File: src/rtl/uart_tx_scheduler.sv
// Round-robin byte scheduler sharing one 8N1 UART transmitter among N requesters,
// with optional packet lock, launch retry on missing busy, and a post-frame idle gap.
module uart_tx_scheduler #(
  parameter int unsigned N           = 4,
  parameter int unsigned IDW         = 2,
  parameter int unsigned ACK_TIMEOUT = 8,
  parameter int unsigned GAP_CYCLES  = 2
) (
  input  logic             clock,
  input  logic             reset,
  input  logic [N-1:0]     req_valid,
  input  logic [8*N-1:0]   req_data,
  input  logic [N-1:0]     req_last,
  output logic [N-1:0]     req_ready,
  output logic [7:0]       utx_data,
  output logic             utx_start,
  input  logic             utx_busy,
  output logic [IDW-1:0]   grant_id,
  output logic             active,
  output logic             lock,
  output logic [7:0]       retry_cnt
);

  localparam int unsigned AckW = $clog2(ACK_TIMEOUT);
  localparam int unsigned GapW = (GAP_CYCLES > 1) ? $clog2(GAP_CYCLES) : 1;

  typedef enum logic [2:0] {
    StIdle,
    StLaunch,
    StWaitAck,
    StWaitDone,
    StGap
  } state_e;

  state_e          state_q;
  logic [7:0]      utx_data_q;
  logic            utx_start_q;
  logic [IDW-1:0]  grant_id_q;
  logic            active_q;
  logic            lock_q;
  logic [7:0]      retry_cnt_q;
  logic [AckW-1:0] ack_cnt_q;
  logic [GapW-1:0] gap_cnt_q;

  logic            win_found;
  logic [IDW-1:0]  win_id;
  logic [7:0]      win_data;

  // Scan from grant_id+N down to grant_id+1 so the nearest successor is written last.
  always_comb begin
    int unsigned idx;
    idx       = 0;
    win_found = 1'b0;
    win_id    = grant_id_q;
    if (lock_q) begin
      win_found = req_valid[grant_id_q];
    end else begin
      for (int unsigned k = N; k >= 1; k--) begin
        idx = (32'(grant_id_q) + k) % N;
        if (req_valid[idx[IDW-1:0]]) begin
          win_found = 1'b1;
          win_id    = idx[IDW-1:0];
        end
      end
    end
  end

  assign win_data = req_data[{win_id, 3'b000} +: 8];

  always_comb begin
    req_ready = '0;
    if (!reset && state_q == StIdle && win_found) begin
      req_ready[win_id] = 1'b1;
    end
  end

  always_ff @(posedge clock) begin
    if (reset) begin
      state_q     <= StIdle;
      utx_data_q  <= 8'h00;
      utx_start_q <= 1'b0;
      grant_id_q  <= IDW'(N - 1);
      active_q    <= 1'b0;
      lock_q      <= 1'b0;
      retry_cnt_q <= 8'h00;
      ack_cnt_q   <= '0;
      gap_cnt_q   <= '0;
    end else begin
      utx_start_q <= 1'b0;
      unique case (state_q)
        StIdle: begin
          if (win_found) begin
            utx_data_q  <= win_data;
            grant_id_q  <= win_id;
            active_q    <= 1'b1;
            lock_q      <= ~req_last[win_id];
            utx_start_q <= 1'b1;
            state_q     <= StLaunch;
          end
        end
        StLaunch: begin
          ack_cnt_q <= '0;
          state_q   <= StWaitAck;
        end
        StWaitAck: begin
          if (utx_busy) begin
            state_q <= StWaitDone;
          end else if (ack_cnt_q == AckW'(ACK_TIMEOUT - 1)) begin
            if (retry_cnt_q != 8'hFF) begin
              retry_cnt_q <= retry_cnt_q + 8'd1;
            end
            utx_start_q <= 1'b1;
            state_q     <= StLaunch;
          end else begin
            ack_cnt_q <= ack_cnt_q + AckW'(1);
          end
        end
        StWaitDone: begin
          if (!utx_busy) begin
            if (GAP_CYCLES == 0) begin
              active_q <= 1'b0;
              state_q  <= StIdle;
            end else begin
              gap_cnt_q <= '0;
              state_q   <= StGap;
            end
          end
        end
        StGap: begin
          if (gap_cnt_q == GapW'(GAP_CYCLES - 1)) begin
            active_q <= 1'b0;
            state_q  <= StIdle;
          end else begin
            gap_cnt_q <= gap_cnt_q + GapW'(1);
          end
        end
        default: state_q <= StIdle;
      endcase
    end
  end

  assign utx_data  = utx_data_q;
  assign utx_start = utx_start_q;
  assign grant_id  = grant_id_q;
  assign active    = active_q;
  assign lock      = lock_q;
  assign retry_cnt = retry_cnt_q;

endmodule
File: config.mk
export PLATFORM = sky130hd
export DESIGN_NAME = uart_tx_scheduler
export DESIGN_NICKNAME = d
export VERILOG_FILES = /design/src/rtl/uart_tx_scheduler.sv
export SDC_FILE = /design/constraint.sdc
export NUM_CORES = 1
export LEC_CHECK = 0
export BUFFER_PORTS_ARGS = -buffer_cell sky130_fd_sc_hd__buf_2
export CORE_ASPECT_RATIO = 1.75
export CORE_MARGIN = 1.5
export CORE_UTILIZATION = 25
export CTS_CLUSTER_SIZE = 24
export DETAILED_ROUTE_END_ITERATION = 10
export GPL_TIMING_DRIVEN = 1
export SLEW_MARGIN = 20
export SYNTH_ARGS = -nofsm -noshare
export SYNTH_HDL_FRONTEND = slang
export SYNTH_SLANG_ARGS = --single-unit
File: constraint.sdc
create_clock -name clock -period 5.8 [get_ports clock]
set_input_delay 0.29 -clock clock [delete_from_list [all_inputs] [get_ports clock]]
set_output_delay 0.29 -clock clock [all_outputs]
set_load 0.1 [all_outputs]
==> impl_metrics.yaml <==
run_status:
  status: "finished clean"
global_routing:
  antenna_found_initial: 0
  grt_pass1_vias: 1465
  grt_max_degree: 30
  grt_usage_pct: 10.9
  gr-total-overflow: 0
  grt_pass1_wl_um: 6290
placement:
  place_area_um2: 2050
  port_buffers: 67
  place.detailed.hpwl_um: 2940
  gp_congestion: 0.696
worst_hold_path:
  min-delay-start: "utx_busy"
  hold_path_class: "in2reg"
critical_path:
  worstReg2RegStart: "grant_id[0]$_SDFFE_PP1P_"
  cp.arrival_ns: 2.70
  crit_type: "reg2out"
  path_cells: "nor4bb_1, or3_4, a221oi_4, xnor2_1, buf_4, inv_1, nor3b_1, buf_2"
  required_ns: 5.51
  crit_slowest_cell: "dfxtp_1"
  cp-start-kind: "flip-flop"
  worst-path-max-fanout: 13
  crit_path_max_incr_delay_ns: 0.57
  end_kind: "output pin"
  crit_start: "grant_id[0]$_SDFFE_PP1P_"
logic_synthesis:
  ys_seq_elements: 28
  synth_top_cells_by_count: "dfxtp_1 (28), nor2_1 (20), nand2_1 (14)"
  yosysMostFrequentCell: "dfxtp_1"
  synthCells: 175
  yosysSeqAreaShare_pct: 34.3
  synth_edf_count: 0
  netlist_area_um2: 1640
  ys_top_cells_by_area: "dfxtp_1 (34%), mux4_2 (9.6%), nor2_1 (4.6%)"
  yosysTopAreaCellShare_pct: 34.3
  yosysTopAreaCell: "dfxtp_1"
  syn_avg_cell_area_um2: 9.35
  ys.flop_type: "dfxtp_1"
  async_reset_ff_share_pct: 0
  ys_warn_count: 0
  synth_cell_types: 41
  synth_nets: 221
sta:
  finalHoldViolCount: 0
  period_needed_ns: 2.99
  final_max_slew_viol_count: 0
  setup_viol: 0
  period_share_pct: 51.6
  fmaxAchievable_mhz: 334
  slew_headroom_pct: 62.8
  worst_pin_slew_ns: 0.559
  rsz0062_at_grt: "false"
  fin_skew_ns: 0.00712
  setup_tns_ns: 0
routing:
  ant_nets: 0
  drt-vias-per-instance: 4.84
  wirelength_um: 3760
  vias: 1534
  drc_errors: 0
  first_iter_violations: 38
  drtPass1Iterations: 4
  wl_per_cell_um: 11.9
power_and_ir_drop:
  p_per_area_nw_per_um2: 625
  p_leak_nw: 0.907
  peakVddDrop_mv: 0.356
clock_network:
  cts_buffer_depth: 2
  clk_pin_slew_ns: 0.10
  cts_tree: "built"
  cts_made_buffers: 3
  cts-resized-gates: 0
  cts_root_buffer: "clkbuf_8"
  cts_max_level: 1
  post_cts_buffers: 0
  cts_hold_buf: 0
  clk_latency_ns: 0.27
  cts.sinks: 28
die:
  die_area_um2: 7060
  std_cell_rows: 38
  start_util_pct: 26.1
  die_h_um: 110
  core-area_um2: 6280
  dieWidth_um: 64.2
  io_pins: 68
layout:
  fin_util_pct: 33.5
  fin_nets: 284
  stdcell_area_um2: 2100
  drive_gt1_share_pct: 36.3
  antennaDiodeCount: 0
  syn2layout_area_growth_pct: 28.4
run:
  max-cap-violations: 0
## final timing paths
path | endpoint | slack [ns] | depth (start not counted)
worst max-delay path | req_ready[2] | 2.81 | 8
worst min register to register | ack_cnt_q[1]$_SDFFE_PP0P_ | 0.48 | 2
worst max register to register | utx_data[7]$_SDFFE_PP0P_ | 3.16 | 7
worst min-delay path | state_q[0]$_SDFFE_PP0P_ | 0.32 | 2
## registers in the layout (all words and copies together), names as in the netlist
| register | flops |
|---|---|
| ack_cnt_q | 3 |
| utx_data | 8 |
| lock | 1 |
| gap_cnt_q | 1 |
| active | 1 |
| state_q | 3 |
| utx_start | 1 |
| retry_cnt | 8 |
| grant_id | 2 |
## placed cells by master, fill, tap and decap left out, drive strengths merged, types with 2 or more instances in the layout
master / n
inv: 5
o21ai: 6
a31oi: 3
xnor2: 3
nor3b: 10
nand2: 14
a21oi: 9
mux4: 9
clkbuf: 4
a31o: 8
nand2b: 5
nand4: 4
nor2b: 3
xor2: 5
buf: 69
ha: 3
nand3: 3
mux2i: 2
dfxtp: 28
nor3: 6
a211oi: 2
nor2: 20
## routing by layer
layer | vias to the layer above | track usage, % | share of wire (%)
met5 | - | 0 | 0
met2 | 53 | 21.0 | 53
met3 | 2 | 1.93 | 5.6
met4 | 0 | 3.19 | 0.77
met1 | 707 | 12.1 | 40
li1 | 772 | - | -
## critical path, delay by kind of cell, from the launching register on
family,cells,cell delay [ns]
buf+inv,3,0.77
simple gates,3,0.70
flops,1,0.57
compound gates,1,0.24
xor+xnor,1,0.15
## where the power goes
group,leakage (nW),switching [mW],internal (mW)
logic,0.650,0.613,0.275
clock network,0.0288,0.0622,0.0608
registers,0.229,0.0569,0.246
## layout make-up
class                      count  area (um2)
fill                         672        4170
timing repair buffer          69         350
tap                           80         100
inverter                       6        22.5
sequential                    28         561
multi-input combinational    130        1010
clock buffer                   4        55.1
## metrics by stage
stage          setup slack, ns  hold slack, ns  std cells  total power [mW]
4_1_cts                   2.79           0.314        317              1.33
5_1_grt                   2.62           0.321        317              1.40
3_5_place_dp              3.10           0.469        313              1.21
6_report                  2.81           0.322        317              1.31
3_3_place_gp              3.17           0.460        313              1.20
2_1_floorplan            0.717           0.450        175              1.07
## logic make-up after synthesis
family	share of synthesized area [%]
AND/OR/NAND/NOR	22.7
AO/OA/AOI/OAI	17.1
flip-flops	34.3
buffers and inverters	4.59
multiplexers	14.8
XOR/XNOR	4.28
adder cells (fa/ha/maj)	2.29
Note: power is estimated with default switching activity, not from simulation.
